`config.mk`:
```
export PLATFORM = sky130hd
export DESIGN_NAME = control_unit
export DESIGN_NICKNAME = d
export VERILOG_FILES = /design/src/rtl/control_unit.sv
export SDC_FILE = /design/constraint.sdc
export NUM_CORES = 1
export LEC_CHECK = 0
export ABC_AREA = 1
export BUFFER_PORTS_ARGS = -buffer_cell sky130_fd_sc_hd__clkbuf_2
export CAP_MARGIN = 10
export CORE_ASPECT_RATIO = 2
export CORE_MARGIN = 2
export CORE_UTILIZATION = 42
export CTS_CLUSTER_DIAMETER = 30
export DETAILED_ROUTE_END_ITERATION = 16
export GPL_ROUTABILITY_DRIVEN = 0
export PLACE_DENSITY = 0.86
export RECOVER_POWER = 50
export SLEW_MARGIN = 25
export SYNTH_ARGS = -nofsm -noshare
export SYNTH_HDL_FRONTEND = slang
export SYNTH_SLANG_ARGS = --single-unit
```
`constraint.sdc`:
```
create_clock -name Clock -period 2.1 [get_ports Clock]
set_input_delay 0.315 -clock Clock [delete_from_list [all_inputs] [get_ports Clock]]
set_output_delay 0.315 -clock Clock [all_outputs]
set_load 0.03 [all_outputs]
```
`src/rtl/control_unit.sv`:
```
// -----------------------------------------------------------------------------
// control_unit
//
// Hardwired control sequencer for the single-bus CPU. A three-cycle fetch
// (FETCH0..FETCH2) is followed by up to five execute steps (T3..T7). Every
// strobe is decoded combinationally from the current state and the opcode in
// IR[31:27]. The one exception is the conditional PC load in T6 of br, which
// also looks at BranchOut.
//
// Optional feature (compile-time macro SINGLE_STEP_EN):
//   defined   - adds the Step input and the PAUSE state. Each completed
//               instruction parks in PAUSE until Step is seen high.
//   undefined - no Step port, and completed instructions go straight back to
//               FETCH0.
//
// Ports
//   Clock      : rising-edge clock shared with the datapath
//   Clear      : synchronous active-high reset (also clears the datapath)
//   IR         : instruction register contents; the opcode is IR[31:27]
//   BranchOut  : CON flip-flop output, used by br in T6
//   Stop       : halt request, honoured only at an instruction boundary
//   Step       : single-step advance (SINGLE_STEP_EN only)
//   Run        : high while executing, low in HALT
//   *out       : bus source selects
//   *in        : register load enables
//   Gra/Grb/Grc/Rout/BAout/Read/Write/IncPC : register-file selects, memory
//                controls and PC increment
//   ADD..NOT   : one-hot ALU operation selects
// -----------------------------------------------------------------------------
module control_unit #(
    parameter int OPW = 5
) (
    input  logic        Clock,
    input  logic        Clear,
    input  logic [31:0] IR,
    input  logic        BranchOut,
    input  logic        Stop,
`ifdef SINGLE_STEP_EN
    input  logic        Step,
`endif
    output logic        Run,
    // bus source selects
    output logic        PCout,
    output logic        Zlowout,
    output logic        Zhighout,
    output logic        MDRout,
    output logic        HIout,
    output logic        LOout,
    output logic        Cout,
    output logic        RINout,
    // register load enables
    output logic        PCin,
    output logic        IRin,
    output logic        MARin,
    output logic        MDRin,
    output logic        Yin,
    output logic        Zin,
    output logic        LOin,
    output logic        HIin,
    output logic        Rin,
    output logic        RAin,
    output logic        CONin,
    output logic        OutPortIn,
    // register-file selects, memory controls, PC increment
    output logic        Gra,
    output logic        Grb,
    output logic        Grc,
    output logic        Rout,
    output logic        BAout,
    output logic        Read,
    output logic        Write,
    output logic        IncPC,
    // one-hot ALU operation selects
    output logic        ADD,
    output logic        SUB,
    output logic        AND,
    output logic        OR,
    output logic        ROR,
    output logic        ROL,
    output logic        SHR,
    output logic        SHRA,
    output logic        SHL,
    output logic        MUL,
    output logic        DIV,
    output logic        NEG,
    output logic        NOT
);

    // ------------------------------------------------------------------
    // Opcode map
    // ------------------------------------------------------------------
    localparam logic [OPW-1:0] OP_LD   = 5'b00000;
    localparam logic [OPW-1:0] OP_LDI  = 5'b00001;
    localparam logic [OPW-1:0] OP_ST   = 5'b00010;
    localparam logic [OPW-1:0] OP_ADD  = 5'b00011;
    localparam logic [OPW-1:0] OP_SUB  = 5'b00100;
    localparam logic [OPW-1:0] OP_AND  = 5'b00101;
    localparam logic [OPW-1:0] OP_OR   = 5'b00110;
    localparam logic [OPW-1:0] OP_ROR  = 5'b00111;
    localparam logic [OPW-1:0] OP_ROL  = 5'b01000;
    localparam logic [OPW-1:0] OP_SHR  = 5'b01001;
    localparam logic [OPW-1:0] OP_SHRA = 5'b01010;
    localparam logic [OPW-1:0] OP_SHL  = 5'b01011;
    localparam logic [OPW-1:0] OP_ADDI = 5'b01100;
    localparam logic [OPW-1:0] OP_ANDI = 5'b01101;
    localparam logic [OPW-1:0] OP_ORI  = 5'b01110;
    localparam logic [OPW-1:0] OP_DIV  = 5'b01111;
    localparam logic [OPW-1:0] OP_MUL  = 5'b10000;
    localparam logic [OPW-1:0] OP_NEG  = 5'b10001;
    localparam logic [OPW-1:0] OP_NOT  = 5'b10010;
    localparam logic [OPW-1:0] OP_BR   = 5'b10011;
    localparam logic [OPW-1:0] OP_JAL  = 5'b10100;
    localparam logic [OPW-1:0] OP_JR   = 5'b10101;
    localparam logic [OPW-1:0] OP_IN   = 5'b10110;
    localparam logic [OPW-1:0] OP_OUT  = 5'b10111;
    localparam logic [OPW-1:0] OP_MFHI = 5'b11000;
    localparam logic [OPW-1:0] OP_MFLO = 5'b11001;
    localparam logic [OPW-1:0] OP_HALT = 5'b11011;

    // Bit positions inside the packed ALU select vector
    localparam int A_ADD  = 12;
    localparam int A_SUB  = 11;
    localparam int A_AND  = 10;
    localparam int A_OR   = 9;
    localparam int A_ROR  = 8;
    localparam int A_ROL  = 7;
    localparam int A_SHR  = 6;
    localparam int A_SHRA = 5;
    localparam int A_SHL  = 4;
    localparam int A_MUL  = 3;
    localparam int A_DIV  = 2;
    localparam int A_NEG  = 1;
    localparam int A_NOT  = 0;

    typedef enum logic [3:0] {
        FETCH0,
        FETCH1,
        FETCH2,
        T3,
        T4,
        T5,
        T6,
        T7,
        HALT
`ifdef SINGLE_STEP_EN
        ,
        PAUSE
`endif
    } state_t;

    // Where a completed instruction goes when no Stop is pending
`ifdef SINGLE_STEP_EN
    localparam state_t DONE_STATE = PAUSE;
`else
    localparam state_t DONE_STATE = FETCH0;
`endif

    state_t           state_reg;
    state_t           state_next;
    state_t           done_next;
    logic [OPW-1:0]   opcode;
    logic [12:0]      op_alu_vec;
    logic [12:0]      alu_vec;
    logic             alu_fire;
    logic             alu_add;
    logic             unused_ir;

    assign opcode    = IR[31 -: OPW];
    assign unused_ir = ^IR[31-OPW:0];

    // Stop is sampled only on the last step of an instruction, so an
    // instruction already under way always completes.
    assign done_next = Stop ? HALT : DONE_STATE;

    // ------------------------------------------------------------------
    // State register
    // ------------------------------------------------------------------
    always_ff @(posedge Clock) begin
        if (Clear) begin
            state_reg <= FETCH0;
        end else begin
            state_reg <= state_next;
        end
    end

    // ------------------------------------------------------------------
    // Operation select implied by the opcode. The immediate forms reuse
    // the ALU operation of their register counterpart.
    // ------------------------------------------------------------------
    always_comb begin
        op_alu_vec = '0;
        case (opcode)
            OP_ADD, OP_ADDI: op_alu_vec[A_ADD]  = 1'b1;
            OP_SUB:          op_alu_vec[A_SUB]  = 1'b1;
            OP_AND, OP_ANDI: op_alu_vec[A_AND]  = 1'b1;
            OP_OR,  OP_ORI:  op_alu_vec[A_OR]   = 1'b1;
            OP_ROR:          op_alu_vec[A_ROR]  = 1'b1;
            OP_ROL:          op_alu_vec[A_ROL]  = 1'b1;
            OP_SHR:          op_alu_vec[A_SHR]  = 1'b1;
            OP_SHRA:         op_alu_vec[A_SHRA] = 1'b1;
            OP_SHL:          op_alu_vec[A_SHL]  = 1'b1;
            OP_MUL:          op_alu_vec[A_MUL]  = 1'b1;
            OP_DIV:          op_alu_vec[A_DIV]  = 1'b1;
            OP_NEG:          op_alu_vec[A_NEG]  = 1'b1;
            OP_NOT:          op_alu_vec[A_NOT]  = 1'b1;
            default:         op_alu_vec = '0;
        endcase
    end

    // Address and branch-target arithmetic always adds; every other ALU
    // step uses the opcode's own operation.
    always_comb begin
        alu_vec = '0;
        if (alu_fire) begin
            alu_vec = op_alu_vec;
        end else if (alu_add) begin
            alu_vec[A_ADD] = 1'b1;
        end
    end

    assign ADD  = alu_vec[A_ADD];
    assign SUB  = alu_vec[A_SUB];
    assign AND  = alu_vec[A_AND];
    assign OR   = alu_vec[A_OR];
    assign ROR  = alu_vec[A_ROR];
    assign ROL  = alu_vec[A_ROL];
    assign SHR  = alu_vec[A_SHR];
    assign SHRA = alu_vec[A_SHRA];
    assign SHL  = alu_vec[A_SHL];
    assign MUL  = alu_vec[A_MUL];
    assign DIV  = alu_vec[A_DIV];
    assign NEG  = alu_vec[A_NEG];
    assign NOT  = alu_vec[A_NOT];

    // ------------------------------------------------------------------
    // Next-state and strobe decode. Clear suppresses every strobe in the
    // cycle it is high, which also aborts any instruction in flight.
    // ------------------------------------------------------------------
    always_comb begin
        state_next = state_reg;
        Run        = 1'b1;
        alu_fire   = 1'b0;
        alu_add    = 1'b0;
        PCout      = 1'b0;
        Zlowout    = 1'b0;
        Zhighout   = 1'b0;
        MDRout     = 1'b0;
        HIout      = 1'b0;
        LOout      = 1'b0;
        Cout       = 1'b0;
        RINout     = 1'b0;
        PCin       = 1'b0;
        IRin       = 1'b0;
        MARin      = 1'b0;
        MDRin      = 1'b0;
        Yin        = 1'b0;
        Zin        = 1'b0;
        LOin       = 1'b0;
        HIin       = 1'b0;
        Rin        = 1'b0;
        RAin       = 1'b0;
        CONin      = 1'b0;
        OutPortIn  = 1'b0;
        Gra        = 1'b0;
        Grb        = 1'b0;
        Grc        = 1'b0;
        Rout       = 1'b0;
        BAout      = 1'b0;
        Read       = 1'b0;
        Write      = 1'b0;
        IncPC      = 1'b0;

        if (Clear) begin
            state_next = FETCH0;
        end else begin
            case (state_reg)
                // IncPC steers the ALU onto its PC+1 path, so no operation
                // select accompanies Zin here.
                FETCH0: begin
                    PCout = 1'b1; MARin = 1'b1; IncPC = 1'b1; Zin = 1'b1;
                    state_next = FETCH1;
                end
                FETCH1: begin
                    Zlowout = 1'b1; PCin = 1'b1; Read = 1'b1; MDRin = 1'b1;
                    state_next = FETCH1 == FETCH1 ? FETCH2 : FETCH2;
                end
                FETCH2: begin
                    MDRout = 1'b1; IRin = 1'b1;
                    state_next = T3;
                end
                T3: begin
                    case (opcode)
                        OP_LD, OP_LDI, OP_ST: begin
                            Grb = 1'b1; BAout = 1'b1; Yin = 1'b1;
                            state_next = T4;
                        end
                        OP_ADD, OP_SUB, OP_AND, OP_OR, OP_ROR, OP_ROL,
                        OP_SHR, OP_SHRA, OP_SHL,
                        OP_ADDI, OP_ANDI, OP_ORI: begin
                            Grb = 1'b1; Rout = 1'b1; Yin = 1'b1;
                            state_next = T4;
                        end
                        OP_NEG, OP_NOT: begin
                            Grb = 1'b1; Rout = 1'b1; alu_fire = 1'b1; Zin = 1'b1;
                            state_next = T4;
                        end
                        OP_MUL, OP_DIV: begin
                            Gra = 1'b1; Rout = 1'b1; Yin = 1'b1;
                            state_next = T4;
                        end
                        OP_BR: begin
                            Gra = 1'b1; Rout = 1'b1; CONin = 1'b1;
                            state_next = T4;
                        end
                        OP_JR: begin
                            Gra = 1'b1; Rout = 1'b1; PCin = 1'b1;
                            state_next = done_next;
                        end
                        // Return address goes to R8 before the jump
                        OP_JAL: begin
                            PCout = 1'b1; RAin = 1'b1;
                            state_next = T4;
                        end
                        OP_IN: begin
                            RINout = 1'b1; Gra = 1'b1; Rin = 1'b1;
                            state_next = done_next;
                        end
                        OP_OUT: begin
                            Gra = 1'b1; Rout = 1'b1; OutPortIn = 1'b1;
                            state_next = done_next;
                        end
                        OP_MFHI: begin
                            HIout = 1'b1; Gra = 1'b1; Rin = 1'b1;
                            state_next = done_next;
                        end
                        OP_MFLO: begin
                            LOout = 1'b1; Gra = 1'b1; Rin = 1'b1;
                            state_next = done_next;
                        end
                        OP_HALT: begin
                            state_next = HALT;
                        end
                        // nop and undefined opcodes retire silently
                        default: begin
                            state_next = done_next;
                        end
                    endcase
                end
                T4: begin
                    case (opcode)
                        OP_LD, OP_LDI, OP_ST: begin
                            Cout = 1'b1; alu_add = 1'b1; Zin = 1'b1;
                            state_next = T5;
                        end
                        OP_ADD, OP_SUB, OP_AND, OP_OR, OP_ROR, OP_ROL,
                        OP_SHR, OP_SHRA, OP_SHL: begin
                            Grc = 1'b1; Rout = 1'b1; alu_fire = 1'b1; Zin = 1'b1;
                            state_next = T5;
                        end
                        OP_ADDI, OP_ANDI, OP_ORI: begin
                            Cout = 1'b1; alu_fire = 1'b1; Zin = 1'b1;
                            state_next = T5;
                        end
                        OP_NEG, OP_NOT: begin
                            Zlowout = 1'b1; Gra = 1'b1; Rin = 1'b1;
                            state_next = done_next;
                        end
                        OP_MUL, OP_DIV: begin
                            Grb = 1'b1; Rout = 1'b1; alu_fire = 1'b1; Zin = 1'b1;
                            state_next = T5;
                        end
                        OP_BR: begin
                            PCout = 1'b1; Yin = 1'b1;
                            state_next = T5;
                        end
                        OP_JAL: begin
                            Gra = 1'b1; Rout = 1'b1; PCin = 1'b1;
                            state_next = done_next;
                        end
                        default: begin
                            state_next = done_next;
                        end
                    endcase
                end
                T5: begin
                    case (opcode)
                        OP_LDI,
                        OP_ADD, OP_SUB, OP_AND, OP_OR, OP_ROR, OP_ROL,
                        OP_SHR, OP_SHRA, OP_SHL,
                        OP_ADDI, OP_ANDI, OP_ORI: begin
                            Zlowout = 1'b1; Gra = 1'b1; Rin = 1'b1;
                            state_next = done_next;
                        end
                        OP_LD, OP_ST: begin
                            Zlowout = 1'b1; MARin = 1'b1;
                            state_next = T6;
                        end
                        OP_MUL, OP_DIV: begin
                            Zlowout = 1'b1; LOin = 1'b1;
                            state_next = T6;
                        end
                        OP_BR: begin
                            Cout = 1'b1; alu_add = 1'b1; Zin = 1'b1;
                            state_next = T6;
                        end
                        default: begin
                            state_next = done_next;
                        end
                    endcase
                end
                T6: begin
                    case (opcode)
                        OP_LD: begin
                            Read = 1'b1; MDRin = 1'b1;
                            state_next = T7;
                        end
                        OP_ST: begin
                            Gra = 1'b1; Rout = 1'b1; Write = 1'b1;
                            state_next = done_next;
                        end
                        OP_MUL, OP_DIV: begin
                            Zhighout = 1'b1; HIin = 1'b1;
                            state_next = done_next;
                        end
                        // Branch target already sits in Z; commit it only
                        // when the condition evaluated true.
                        OP_BR: begin
                            Zlowout = BranchOut;
                            PCin    = BranchOut;
                            state_next = done_next;
                        end
                        default: begin
                            state_next = done_next;
                        end
                    endcase
                end
                T7: begin
                    if (opcode == OP_LD) begin
                        MDRout = 1'b1; Gra = 1'b1; Rin = 1'b1;
                    end
                    state_next = done_next;
                end
                HALT: begin
                    Run        = 1'b0;
                    state_next = HALT;
                end
`ifdef SINGLE_STEP_EN
                PAUSE: begin
                    if (Stop) begin
                        state_next = HALT;
                    end else if (Step) begin
                        state_next = FETCH0;
                    end
                end
`endif
                default: begin
                    state_next = FETCH0;
                end
            endcase
        end
    end

endmodule

```
==> results of run 1 <==
final cells by class:
| class | instances | share of cell area, % |
|---|---|---|
| multi-input cells | 179 | 51.7 |
| repair buffers | 101 | 33.7 |
| inverters | 37 | 6.69 |
| flip-flops and latches | 4 | 4.22 |
| clock buffers | 3 | 1.99 |
| well taps | 28 | 1.69 |
path summary, 6_finish.rpt:
kind | startpoint | to | slack [ns]
worst max-delay path | IR[29] | DIV | -0.05
worst min register to register | state_reg[3] | state_reg[3] | 0.77
worst max register to register | state_reg[0] | state_reg[3] | 0.70
worst min-delay path | Clear | state_reg[2] | 0.47
per-layer routing:
metal,vias up,part of all wire [%],track usage [%]
met3,72,9.6,7.87
met4,0,9.9,26.7
met5,-,0,0
met1,924,30,34.8
met2,199,51,58.2
li1,935,-,-
cell families (layout without fill, tap and decap cells):
kind of cell	Yosys count	count (layout)	share of synthesized area (%)
compound gates	31	31	18.3
buf+inv	44	141	16.5
flops	4	4	7.25
simple gates	148	148	57.9
per-stage QoR:
stage               util, %  instances  hold WS [ns]  setup TNS, ns  setup slack [ns]
CTS                    70.6        345         0.470       -0.00420          -0.00420
detailed placement     65.8        339         0.671         -0.156           -0.0309
finish                 81.9        352         0.472         -0.180           -0.0547
floorplan                 -        227         0.547       -0.00183          -0.00183
global route           81.9        352         0.508          -2.22            -0.178
global placement       65.8        339         0.647        -0.0448           -0.0275
critical path, cell delays in order:
cell,delay [ns]
buf_4,0.15
nor2_4,0.20
buf_6,0.16
nand3_2,0.11
nand2_1,0.14
nor2_2,0.07
nand2_2,0.10
a22oi_4,0.08
clkbuf_16,0.18
nor4_4,0.16
buf_6,0.17
cell usage after synthesis, drive strengths merged:
cell,instances
nand4,2
o22a,1
nor4,1
buf,6
o22ai,2
a41oi,1
a21oi,7
nand2,42
dfxtp,4
inv,37
a31oi,6
clkbuf,1
nand3,33
nor2,66
a22oi,1
a211oi,2
o21ai,9
o31ai,2
nor3,4
report_power, final:
group | switching, mW | total [mW] | leakage [nW] | internal (mW)
clock | 0.0620 | 0.186 | 0.0216 | 0.124
combinational | 0.349 | 0.523 | 0.999 | 0.174
sequential | 0.0216 | 0.115 | 0.0346 | 0.0934
total | 0.432 | 0.824 | 1.06 | 0.392
timing repair:
item / in CTS / in global routing
buffers inserted: 3 / 6
resized for setup: 15 / 93
pin swaps: 4 / 12
gates cloned: 0 / 1
setup endpoints to repair: 21 / 28
==> metrics.cfg, run 1 <==
[outcome]
status = finished, violations left
violations = negative setup slack

[yosys]
syn_nets = 263
synth.top_cell.area_share_pct = 20.0
ys_types = 28
ys_ff_latch = 4
netlist_area_um2 = 1100
ys_warn_count = 0
yosysSeqAreaShare_pct = 7.25
synthCells = 227
syn_area_per_cell_um2 = 4.87
synthTopCellsByArea = nor2_1, nand3_1, nand2_1
synth_top_area_cell = nor2_1

[layout]
num-fill-cells = 178
multiInputGateArea_um2 = 1070
areaGrowthSynthToFinish_pct = 88.0
drive_above_1_share_pct = 51.5
largest_reg_flops = 4
mostFrequentLayoutCell = buf_4
final_nets = 362
antenna_cells = 0
final_cell_mix = buf_4, nor2_1, nand2_1
postLayoutCellArea_um2 = 2080
seq_area_um2 = 87.6

[detailed_routing]
ant_nets = 0
vias = 2130
post_drt_wl_per_cell_um = 17.7
drtIter0Drc = 166
drc_errors = 0
detail_route.first_pass.iterations = 6
finalWirelength_um = 6210
viasPerCell = 6.05

[timing]
finalCritPeriodShare_pct = 103
fin_crit_ns = 2.15
hold_viol = 0
setup_violations = 7
rsz0062_at_grt = yes
maxSlewHeadroom_pct = 76.1
drv_slew = 0
tightest_slew_ns = 0.360
fmax_ghz = 0.464
clock_skew_ns = 0.0137
layout_setup_ws_ns = -0.0547

[setup_path]
end_kind = output pin
crit_type = in2out
crit_arrival_ns = 1.84
cp_max_fo = 7
required_ns = 1.78
rr_worst_depth = 11
setup.worst_path.start_class = input port

[power_and_ir_drop]
ir_worst_vdd_uv = 207
p_per_area_nw_per_um2 = 397
p_leak_nw = 1.06
power_mw = 0.824

[global_route]
grt_pass1_wl_um = 8010
track_usage_pct = 35.5
first_global_vias = 1852
grt_max_degree = 13
grt_overflow = 0
antenna_found_initial = 0

[floorplanning]
start_util_pct = 43.5
die-area_um2 = 3080
die_x_um = 40.3
die-height_um = 76.5
core_region_area_um2 = 2540
io_pins = 78
rows = 26

[flow_run]
drv_cap = 0

[clock_tree]
cts-root-buf = clkbuf_8
numCtsBuffers = 3
clockBufferDepth = 2
cts.clk_slew.worst_paths_ns = 0.03
cts_sinks = 4
cts_hold_buf = 0
clock_latency_ns = 0.24
htree_levels = 1
cts_tree = yes

[worst_hold_path]
min_path_cells = 2
hold_path.class = in2reg

[placement]
portBuffers = 50
placed_cell_area_um2 = 1670
place_hpwl_um = 3830

Note: power is estimated with default switching activity, not from simulation.
==> inputs of run 2 (changes only) <==
--- a/config.mk
+++ b/config.mk
@@ -10,12 +10,13 @@
 export CAP_MARGIN = 10
 export CORE_ASPECT_RATIO = 2
 export CORE_MARGIN = 2
-export CORE_UTILIZATION = 42
-export CTS_CLUSTER_DIAMETER = 30
+export CORE_UTILIZATION = 40
+export CTS_CLUSTER_DIAMETER = 80
 export DETAILED_ROUTE_END_ITERATION = 16
 export GPL_ROUTABILITY_DRIVEN = 0
-export PLACE_DENSITY = 0.86
+export PLACE_DENSITY = 0.82
 export RECOVER_POWER = 50
+export SETUP_SLACK_MARGIN = 0.15
 export SLEW_MARGIN = 25
 export SYNTH_ARGS = -nofsm -noshare
 export SYNTH_HDL_FRONTEND = slang
==> metrics.cfg, run 2 <==
[outcome]
status = stopped before the end
lastStage = 5_1_grt
error = [ERROR GRT-0232] Routing congestion too high. Check the congestion heatmap in the GUI.

[yosys]
ys_types = 28  ; unchanged
synth_flop_cell = dfxtp_1
ys_warn_count = 0  ; unchanged
synth_common_cells = nor2_1, nand2_1, inv_1
netlist_area_um2 = 1100  ; unchanged
synthTopCellsByArea = nor2_1, nand3_1, nand2_1
synth.top_cell.area_share_pct = 20.0  ; unchanged
yosysSeqAreaShare_pct = 7.25  ; unchanged
syn_area_per_cell_um2 = 4.87  ; unchanged
synth.most_common_cell = nor2_1
syn_nets = 263  ; unchanged
ys_ff_latch = 4  ; unchanged
synthArstFlopShare_pct = 0  ; unchanged
synth_edf_count = 0  ; unchanged
synthCells = 227  ; unchanged
synth_top_area_cell = nor2_1

[timing]
crit_endpoint = DIV
worst_path_end_type = output port

[clock_tree]
cts-root-buf = clkbuf_8
cts_hold_buf = 0  ; unchanged
numCtsBuffers = 3  ; unchanged
cts_sinks = 4  ; unchanged
clockBufferDepth = 2  ; unchanged
htree_levels = 1  ; unchanged

[placement]
portBuffers = 50  ; unchanged
placed_cell_area_um2 = 1650  ; -1.4%
place_hpwl_um = 3670  ; -4.2%
place_ws_ns = -0.0989  ; -0.0680 ns

[floorplanning]
io_pins = 78  ; unchanged
rows = 27  ; +3.8%
die_x_um = 41.2  ; +2.2%
start_util_pct = 40.9  ; -2.7 points
die-height_um = 78.3  ; +2.3%

[global_route]
grt_max_degree = 16
grt_overflow = 19
track_usage_pct = 60.0

==> run 2: cell counts after synthesis <==
Identical to the previous run, type by type.
==> run 2: timing repair <==
action | in CTS
endpoints found under the setup margin | 33
pin swaps | 12
setup buffers | 18
gates resized for setup | 64
==> run 2: metal layers <==
metal,overflow,global-route usage [%]
met1,0,55.7
met3,0,25.1
met5,0,0
met2,6,83.0
met4,13,69.0
==> run 2: kinds of logic after synthesis <==
family	share of synthesized area, %
simple gates	57.9
buf+inv	16.5
compound gates	18.3
flops	7.25
==> run 2: metrics by stage <==
| stage | instances | hold WS (ns) |
|---|---|---|
| after floorplan | 227 | 0.547 |
| after detailed placement | 334 | 0.733 |
| after CTS | 355 | 0.508 |
| after global placement | 334 | 0.722 |
==> inputs of run 3 (changes only) <==
--- a/config.mk
+++ b/config.mk
@@ -8,15 +8,12 @@
 export ABC_AREA = 1
 export BUFFER_PORTS_ARGS = -buffer_cell sky130_fd_sc_hd__clkbuf_2
 export CAP_MARGIN = 10
-export CORE_ASPECT_RATIO = 2
 export CORE_MARGIN = 2
-export CORE_UTILIZATION = 40
-export CTS_CLUSTER_DIAMETER = 80
+export CORE_UTILIZATION = 25
 export DETAILED_ROUTE_END_ITERATION = 16
 export GPL_ROUTABILITY_DRIVEN = 0
-export PLACE_DENSITY = 0.82
+export PLACE_DENSITY_LB_ADDON = 0.15
 export RECOVER_POWER = 50
-export SETUP_SLACK_MARGIN = 0.15
 export SLEW_MARGIN = 25
 export SYNTH_ARGS = -nofsm -noshare
 export SYNTH_HDL_FRONTEND = slang
==> metrics.cfg, run 3 (synthesis results as in run 1) <==
[layout]
mostFrequentLayoutCell = buf_4
final_nets = 363
post-route-util_pct = 48.3
num-fill-cells = 475
areaGrowthSynthToFinish_pct = 87.5
drive_above_1_share_pct = 47.7
final_cell_mix = buf_4, nor2_1, nand2_1
postLayoutCellArea_um2 = 2070
multiInputGateArea_um2 = 1020
antenna_cells = 0
seq_area_um2 = 88.8
largest_reg_flops = 4
fin_cells = 377

[timing]
setup_tns_ns = -0.0163
whs_ns = 0.534
setup_violations = 1
rsz0062_at_grt = yes
finalCritPeriodShare_pct = 101
fmax_ghz = 0.473
drv_slew = 0
clock_skew_ns = 0.000428
tightest_slew_ns = 0.406
hold_viol = 0
fin_crit_ns = 2.12
layout_setup_ws_ns = -0.0163
maxSlewHeadroom_pct = 72.9

[outcome]
status = finished, violations left
violations = negative setup slack

[power_and_ir_drop]
netSwitchingFraction_pct = 48.6
ir_worst_vdd_uv = 159
switchingPower_mw = 0.376
p_leak_nw = 1.02
clkPwrFrac_pct = 20.6
p_per_area_nw_per_um2 = 373
power.share.sequential_pct = 14.6
p_int_mw = 0.397
power_frac_comb_pct = 64.9
power_mw = 0.773

[worst_hold_path]
hold_path.class = in2reg

[placement]
portBuffers = 50  ; unchanged
dp_cells = 362  ; +8.4%
placed_cell_area_um2 = 1690  ; +2.8%
place_ws_ns = -0.0213  ; +0.0776 ns
place_hpwl_um = 3860  ; +5.1%

[global_route]
grt_max_degree = 20
use_met3_pct = 0.866
top_usage_layer = met2
track_usage_pct = 17.8
grt_pass1_wl_um = 7250
use_met1_pct = 22.8
grt_overflow = 0
first_global_vias = 1617
use_met2_pct = 32.1
antenna_found_initial = 0

[floorplanning]
die-height_um = 70.5  ; -10%
core_region_area_um2 = 4290
io_pins = 78  ; unchanged
start_util_pct = 25.7  ; -15 points
rows = 24  ; -11%
die-area_um2 = 4970
die_x_um = 70.5  ; +71%

[clock_tree]
htree_levels = 1  ; unchanged
clock_latency_ns = 0.21
cts_sinks = 4  ; unchanged
cts_tree = yes
cts_hold_buf = 0  ; unchanged
cts-root-buf = clkbuf_8
numCtsBuffers = 3  ; unchanged
clockBufferDepth = 2  ; unchanged
cts.clk_slew.worst_paths_ns = 0.03

[detailed_routing]
viasPerCell = 4.79
drc_errors = 0
ant_nets = 0
drtIter0Drc = 87
post_drt_wl_per_cell_um = 12.7
finalWirelength_um = 4810
detail_route.first_pass.iterations = 4
vias = 1804

[flow_run]
drv_cap = 0

[setup_path]
setup.worst_path.start_class = input port
cp_max_fo = 4
crit_type = in2out
required_ns = 1.78
crit_arrival_ns = 1.80
end_kind = output pin

[run 3: path summary, 6_finish.rpt]
| path | cells after the start | from | slack (ns) | to |
|---|---|---|---|---|
| hold / removal | 5 | Stop | 0.53 | state_reg[3] |
| setup / recovery | 11 | IR[30] | -0.02 | Rout |
| hold reg to reg | 5 | state_reg[1] | 0.76 | state_reg[1] |
| setup reg to reg | 11 | state_reg[2] | 0.80 | state_reg[3] |
[run 3: power by group through the flow]
stage / sequential (mW) / combinational (mW) / clock (mW)
after global routing: 0.116 / 0.543 / 0.170
after CTS: 0.107 / 0.429 / 0.165
after detailed placement: 0.104 / 0.423 / 0
after floorplan: 0.101 / 0.280 / 0
final: 0.113 / 0.501 / 0.159
after global placement: 0.103 / 0.422 / 0
[run 3: routing by layer]
metal	up-vias	share of wire [%]	wire, um
li1	937	-	-
met1	823	45	2140
met2	40	51	2450
met3	4	3.7	176
met4	0	0.71	34
met5	-	0	0
[run 3: cell type report]
class	instances	area share (%)
Multi-Input combinational cell	179	49.3
Timing Repair Buffer	102	34.1
Inverter	37	7.25
Sequential cell	4	4.29
Tap cell	52	3.14
Clock buffer	3	1.99
[run 3: critical path: stages]
cell,delay (ns)
clkbuf_2,0.12
buf_4,0.16
nor2_4,0.15
nand3_1,0.16
nand3_4,0.14
nor2_4,0.05
buf_4,0.13
nor2_1,0.08
o22ai_1,0.09
a31oi_1,0.22
buf_4,0.20
[run 3: what timing repair did]
item                                    CTS  global route
buffers inserted                          0            11
endpoints found under the setup margin   17            23
resized for setup                         8           105
cloned                                    0             1
pin swaps                                 0            15
==> inputs of run 4 (changes only) <==
--- a/config.mk
+++ b/config.mk
@@ -12,6 +12,7 @@
 export CORE_UTILIZATION = 25
 export DETAILED_ROUTE_END_ITERATION = 16
 export GPL_ROUTABILITY_DRIVEN = 0
+export GPL_TIMING_DRIVEN = 0
 export PLACE_DENSITY_LB_ADDON = 0.15
 export RECOVER_POWER = 50
 export SLEW_MARGIN = 25
==> metrics.cfg, run 4 (synthesis results as in run 1) <==
[outcome]
status = finished, final reports clean

[layout]
largest_reg_flops = 4  ; unchanged
seq_area_um2 = 86.3  ; -2.8%
num-fill-cells = 481  ; +1.3%
mostFrequentLayoutCell = nor2_1
antenna_cells = 0  ; unchanged
areaGrowthSynthToFinish_pct = 76.0
multiInputGateArea_um2 = 1090  ; +6.9%
final_nets = 335  ; -7.7%
drive_above_1_share_pct = 46.8  ; -0.89 points
fin_cells = 349  ; -7.4%
final_cell_mix = nor2_1, nand2_1, clkbuf_2, buf_4, nand3_1

[clock_tree]
cts-root-buf = clkbuf_8
htree_levels = 1  ; unchanged
cts_hold_buf = 0  ; unchanged
clock_latency_ns = 0.22  ; about the same
cts_tree = yes
numCtsBuffers = 3  ; unchanged
cts.clk_slew.worst_paths_ns = 0.03  ; about the same
cts_sinks = 4  ; unchanged
clockBufferDepth = 2  ; unchanged

[setup_path]
max_stage_delay_ns = 0.23  ; about the same
crit_buf_inv = 4  ; unchanged
setup.worst_path.start_class = input port
cp_max_fo = 5  ; +1
cp-startpoint = IR[30]
cp_top_family = buffers and inverters
crit_type = in2out
required_ns = 1.78  ; about the same
crit_arrival_ns = 1.74  ; -0.06 ns
cp_cell_sequence = buf_6 -> clkinvlp_4 -> nand2_2 -> nor2_4 -> nand2_4 -> nand3_4 -> nor2_4 -> nand2_2 -> a22oi_4 -> buf_6 -> nor2_1 -> clkbuf_4
cp_slowest_cell = a22oi_4
end_kind = output pin
r2r-start = state_reg[0]

[timing]
tightest_slew_ns = 0.430  ; +0.0239 ns
maxSlewHeadroom_pct = 71.3  ; -1.6 points
fin_crit_ns = 2.05  ; -0.0647 ns
finalCritPeriodShare_pct = 97.7  ; -3.1 points
setup_violations = 0  ; -1
rsz0062_at_grt = yes
hold_viol = 0  ; unchanged
drv_slew = 0  ; unchanged
fmax_ghz = 0.487  ; +3.2%
clock_skew_ns = 0.000482  ; +0.0000539 ns

[placement]
dp_cells = 328  ; -9.4%
place_hpwl_um = 3510  ; -8.9%
portBuffers = 49  ; -2.0%

[detailed_routing]
finalWirelength_um = 4790  ; -0.29%
vias = 1759  ; -2.5%
post_drt_wl_per_cell_um = 13.7  ; +7.7%
viasPerCell = 5.04  ; +5.3%
drc_errors = 0  ; unchanged
detail_route.first_pass.iterations = 4  ; unchanged
ant_nets = 0  ; unchanged
drtIter0Drc = 122  ; +40%

[global_route]
grt_max_degree = 11  ; -45%
track_usage_pct = 18.6  ; +0.84 points
antenna_found_initial = 0  ; unchanged
grt_pass1_wl_um = 7520  ; +3.8%
grt_overflow = 0  ; unchanged
first_global_vias = 1613  ; -0.25%

[floorplanning]
die-area_um2 = 4970  ; unchanged
rows = 24  ; unchanged
core_region_area_um2 = 4290  ; unchanged
io_pins = 78  ; unchanged
die-height_um = 70.5  ; unchanged
die_x_um = 70.5  ; unchanged
start_util_pct = 25.7  ; unchanged

[power_and_ir_drop]
p_per_area_nw_per_um2 = 395  ; +5.8%
p_leak_nw = 0.938  ; -8.5%
power_mw = 0.768  ; -0.68%
ir_worst_vdd_uv = 149  ; -6.4%

[worst_hold_path]
worstHoldStart = Clear
hold_path.class = in2reg

[flow_run]
drv_cap = 0  ; unchanged

==> run 4: cell types whose count changed in the layout (fill, tap and decap cells not counted), moves of 4 or more <==
cell / delta
clkbuf_2: +7
nor2_4: +10
buf_4: -24
clkbuf_1: -11
nor2_2: -7
nand2_2: -4
inv_2: +5
==> run 4: final timing paths <==
kind | end | slack (ns) | cells past startpoint
max | SUB | 0.05 | 12
min | state_reg[1] | 0.49 | 2
max reg2reg | state_reg[2] | 0.80 | 8
min reg2reg | state_reg[1] | 0.77 | 5
==> run 4: metal layers <==
layer / part of all wire (%) / routed length, um / global-route usage, % / vias up
met5: 0 / 0 / 0 / -
met4: 2.4 / 116 / 7.91 / 0
met3: 5.8 / 277 / 1.44 / 11
met2: 49 / 2370 / 31.8 / 66
met1: 42 / 2030 / 23.9 / 803
li1: - / - / - / 879
==> run 4: what timing repair did <==
| action | in CTS | in global routing |
|---|---|---|
| setup buffers | 7 | 10 |
| pin swaps | 8 | 15 |
| cloned | 1 | 0 |
| resized for setup | 51 | 76 |
| endpoints found under the setup margin | 30 | 24 |
==> run 4: power breakdown <==
part | internal (mW) | total (mW) | switching [mW]
clock | 0.122 | 0.166 | 0.0435
combinational | 0.154 | 0.482 | 0.328
sequential | 0.0935 | 0.120 | 0.0264
==> run 4: cell type report <==
type / instances / share of cell area, %
Tap cell: 52 / 3.35
Timing Repair Buffer: 67 / 23.7
Inverter: 37 / 7.46
Sequential cell: 4 / 4.44
Multi-Input combinational cell: 179 / 56.1
Clock buffer: 3 / 2.12
Buffer: 7 / 2.77
==> run 4: stage by stage <==
| stage | setup WS, ns | util (%) | hold WS, ns | TNS (ns) | instance area (um2) |
|---|---|---|---|---|---|
| final | 0.0484 | 45.3 | 0.490 | 0 | 1940 |
| after global routing | -0.0395 | 45.3 | 0.508 | -0.425 | 1940 |
| after CTS | -0.000746 | 39.1 | 0.506 | -0.000746 | 1680 |
| after detailed placement | -0.395 | 33.3 | 0.740 | -5.57 | 1430 |
| after global placement | -0.427 | 33.3 | 0.733 | -6.38 | 1430 |
| after floorplan | -0.00183 | - | 0.547 | -0.00183 | 1120 |
